File: config.mk
export PLATFORM = sky130hd
export DESIGN_NAME = mux_channel_scanner
export DESIGN_NICKNAME = d
export VERILOG_FILES = /design/src/rtl/mux_channel_scanner.sv
export SDC_FILE = /design/constraint.sdc
export NUM_CORES = 1
export LEC_CHECK = 0
export ABC_AREA = 1
export BUFFER_PORTS_ARGS = -buffer_cell sky130_fd_sc_hd__buf_2
export CAP_MARGIN = 20
export CELL_PAD_IN_SITES_DETAIL_PLACEMENT = 2
export CELL_PAD_IN_SITES_GLOBAL_PLACEMENT = 2
export CORE_ASPECT_RATIO = 0.7
export CORE_MARGIN = 4
export CORE_UTILIZATION = 28
export DETAILED_ROUTE_END_ITERATION = 8
export GPL_TIMING_DRIVEN = 0
export HOLD_SLACK_MARGIN = 0.08
export PLACE_DENSITY = 0.72
export SLEW_MARGIN = 30
export SYNTH_ARGS = -nofsm -noshare
export SYNTH_HDL_FRONTEND = slang
export SYNTH_SLANG_ARGS = --single-unit
File: constraint.sdc
create_clock -name clk -period 1.5 [get_ports clk]
set_input_delay 0.075 -clock clk [delete_from_list [all_inputs] [get_ports clk]]
set_output_delay 0.075 -clock clk [all_outputs]
set_load 0.05 [all_outputs]
File: src/rtl/mux_channel_scanner.sv
// mux_channel_scanner: walks enabled mux channels, samples each after a settle time, emits a parallel word
module mux_channel_scanner #(
  parameter int NCH   = 4,
  parameter int SEL_W = 2,
  parameter int DWELL = 2
) (
  input  logic             clk,
  input  logic             rst_n,
  input  logic             start,
  input  logic             cont,
  input  logic [NCH-1:0]   chan_mask,
  input  logic             mux_out,
  output logic [SEL_W-1:0] sel,
  output logic [NCH-1:0]   word,
  output logic             valid,
  output logic             busy
);
  localparam int CW = $clog2(DWELL + 1);
  typedef enum logic [1:0] {IDLE, SETTLE, SAMPLE, DONE} state_t;
  state_t          state, state_nx;
  logic [NCH-1:0]  mask, src;
  logic [CW-1:0]   cnt;
  logic [SEL_W-1:0] first, next_up;
  logic            has_next;
  // channel search: lowest enabled channel, and the next enabled one above sel
  always_comb begin
    src      = (state == IDLE) ? chan_mask : mask;
    first    = '0;
    next_up  = '0;
    has_next = 1'b0;
    for (int i = NCH - 1; i >= 0; i--) begin
      if (src[i]) first = SEL_W'(i);
      if (src[i] && SEL_W'(i) > sel) begin
        next_up  = SEL_W'(i);
        has_next = 1'b1;
      end
    end
  end
  // next-state decision
  always_comb begin
    state_nx = (state == IDLE)   ? (start ? ((|chan_mask) ? SETTLE : DONE) : IDLE) :
               (state == SETTLE) ? ((cnt == CW'(DWELL - 1)) ? SAMPLE : SETTLE) :
               (state == SAMPLE) ? (has_next ? SETTLE : DONE) :
                                   ((cont && (|mask)) ? SETTLE : IDLE);
  end
  // state register plus select, dwell counter, latched mask and result word
  always_ff @(posedge clk or negedge rst_n) begin
    if (!rst_n) begin
      state <= IDLE;
      sel   <= '0;
      word  <= '0;
      mask  <= '0;
      cnt   <= '0;
    end else begin
      state <= state_nx;
      unique case (state)
        IDLE: if (start) begin
          mask <= chan_mask;
          word <= '0;
          cnt  <= '0;
          if (|chan_mask) sel <= first;
        end
        SETTLE: cnt <= cnt + CW'(1);
        SAMPLE: begin
          word[sel] <= mux_out;
          cnt       <= '0;
          if (has_next) sel <= next_up;
        end
        DONE: begin
          cnt <= '0;
          if (cont && (|mask)) sel <= first;
        end
      endcase
    end
  end
  // status outputs decoded from the state
  always_comb begin
    valid = (state == DONE);
    busy  = (state != IDLE);
  end
endmodule

==> flow_summary.yaml <==
worst_setup_path:
  slowest_stage: "dfrtp_2"
  crit_path_max_fanout: 7
  critPathKind: "reg -> reg"
  cp.required_ps: 1630
  worst-r2r-setup-slack_ps: -20
  cp_cell_sequence: "nor2_4 > buf_6 > o21ai_4 > nand2_2 > nand2_4 > buf_6 > nor2_4 > nor2_2 > nand2_1 > nand2_1"
  cp.arrival_ps: 1650
  start_kind: "register"
  cpPeakStageDelay_ps: 440
  endpoint_kind: "register"
logic_synthesis:
  synthesis.nets: 130
  ys_ff_latch: 14
  ys_warn_count: 0
  synthCells: 120
  post_synth.cell_area_avg_um2: 6.871
  ys_types: 18
  synth-seq-area-share_pct: 42.49
  mappedNetlistArea_um2: 824.5
finish:
  final_nets: 158
  synthToLayoutAreaGrowth_pct: 35.51
  nFillCells: 338
  multi_input_area_um2: 440.4
  regArea_um2: 352.8
  post-route-cell-area_um2: 1117
  insertedDiodeCount: 0
  final_core_util_pct: 39.87
  drive_gt1_share_pct: 30.82
clocking:
  cts_tree: "done"
  clk_pin_slew_ps: 60
  htreeDepth: 1
  cts_sinks: 14
  clockBufferDepth: 2
  cts_buffers: 3
  cts_root_buf: "clkbuf_8"
  clk_latency_ps: 250
global_route:
  grt_usage_pct: 15.30
  grt_max_degree: 15
  antenna_found_initial: 0
  overflow: 0
  grt_pass1_vias: 920
  grt_pass1_wl_um: 4360
die:
  fp.dieH_um: 53.40
  start_util_pct: 29.42
  ios: 17
  die_area_um2: 3891
  fp-row-count: 16
  core-area_um2: 2803
  die_w_um: 72.86
status:
  violations: "negative setup slack"
  outcome: "complete, but fails checks"
routing:
  ant_nets: 0
  detail_route.first_pass.iterations: 4
  drc: 0
  wl_per_cell_um: 14.43
  num_vias: 852
  wl_um: 2627
  vias_per_cell: 4.681
  dr.first_iter.drc_count: 19
timing:
  fin_ws_ps: -15.40
  setup_viol: 2
  period_share_pct: 101.0
  tightest_slew_ps: 348.6
  rsz0062_at_grt: "yes"
  skew_ps: 0.5624
  hold_violations: 0
  min_period_ps: 1515
  drv_slew: 0
  slew-limit-headroom_pct: 76.76
  max_freq_mhz: 659.9
  fin_tns_setup_ps: -20.55
placed_design:
  numPortBuffers: 16
  placed_area_um2: 949.7
  dp_hpwl_um: 2030
  gp_congestion: 0.7412
worst_hold_path:
  hold_path_class: "in -> reg"
power_and_ir_drop:
  total_power_uw: 2471
  peakVddDrop_mv: 0.7078
  leakage_uw: 0.0006161
  p_per_area_nw_per_um2: 2211
run:
  maxCapViolations: 0
## synthesized netlist by cell type
library cell	instances	area [um2]
nand2_1	44	165.2
o21ai_2	1	8.760
nand3_1	5	25.02
o21ai_0	11	55.05
nor2_2	1	6.260
nor2_4	1	11.26
ha_1	1	12.51
nand2_2	2	12.51
nand3_2	1	10.01
o21ai_1	1	5.000
inv_2	1	3.750
nor2_1	8	30.03
or2_2	1	6.260
inv_1	21	78.83
dfrtp_1	14	350.3
buf_2	1	5.000
o22ai_1	5	31.28
o211ai_1	1	7.510
## placed cells by master, fill, tap and decap left out
| cell | count |
|---|---|
| inv_1 | 20 |
| nand2_4 | 2 |
| clkbuf_8 | 3 |
| inv_2 | 1 |
| dfrtp_1 | 12 |
| nand3_1 | 5 |
| or2_2 | 1 |
| nor2_1 | 7 |
| nand3_4 | 1 |
| buf_2 | 16 |
| nor2_2 | 1 |
| dlygate4sd3_1 | 2 |
| o21ai_0 | 11 |
| nand2_1 | 37 |
| dfrtp_2 | 2 |
| nor2_4 | 2 |
| inv_4 | 1 |
| o22ai_1 | 5 |
| o21ai_4 | 1 |
| ha_1 | 1 |
| o211ai_1 | 1 |
| o21ai_2 | 1 |
| nand2_2 | 7 |
| buf_6 | 2 |
| buf_4 | 4 |
## per-stage QoR
| step | hold WS (ps) | setup WS, ps | instances |
|---|---|---|---|
| floorplan | -220.6 | 73.92 | 120 |
| global placement | 1.705 | 79.67 | 172 |
| detailed placement | 1.871 | -21.45 | 172 |
| CTS | 80.78 | 0.8020 | 180 |
| global route | 120.1 | -119.9 | 182 |
| finish | 104.3 | -15.40 | 182 |
## final cells by class
cell class | instances | share of cell area (%)
well taps | 36 | 4.031
flip-flops and latches | 14 | 31.58
inverters | 22 | 7.615
plain buffers | 1 | 0.6719
repair buffers | 23 | 12.99
clock buffers | 3 | 3.695
multi-input cells | 83 | 39.42
## repair_timing
action | 4_1_cts | 5_1_grt
hold endpoints to repair | 15 | 0
gates resized for setup | 2 | 20
setup endpoints to repair | 2 | 10
pin swaps | 2 | 7
setup buffers | 3 | 2
hold buffers | 2 | 0
## final timing paths
path	startpoint	endpoint	depth (start not counted)
max in group asynchronous	rst_n	state[1]	2
min in group asynchronous	rst_n	state[0]	2
max	state[0]	sel[0]	10
min	chan_mask[1]	mask[1]	3
max reg2reg	state[0]	sel[0]	10
min reg2reg	cnt[0]	cnt[0]	1
## per-layer routing
metal / track usage (%) / wire length [um]
met5: 0 / 0
met1: 19.41 / 1264
met3: 4.175 / 90
met4: 3.681 / 27
met2: 25.75 / 1244
## cell families (layout without fill, tap and decap cells)
logic type	after synthesis	count (layout)	share of synthesized area, %
AO/OA/AOI/OAI	19	19	13.05
adder cells (fa/ha/maj)	1	1	1.517
buffers and inverters	23	49	10.62
flip-flops	14	14	42.49
AND/OR/NAND/NOR	63	63	32.32
## worst max-delay path, delay by kind of cell (launching register included)
kind,cells,cell delay [ps]
buffers and inverters,2,260
AOI/OAI and AO/OA,1,50
and+or+nand+nor,7,650
DFF,1,440
## sequential cells by signal (all words and copies together) (netlist names)
signal  cells
mask        4
word        4
cnt         2
sel         2
state       2
## where the power goes
group | internal, uW | switching (uW)
logic | 490 | 1020
registers | 531 | 117
clock network | 178 | 134
(Power assumes the default switching activity.)
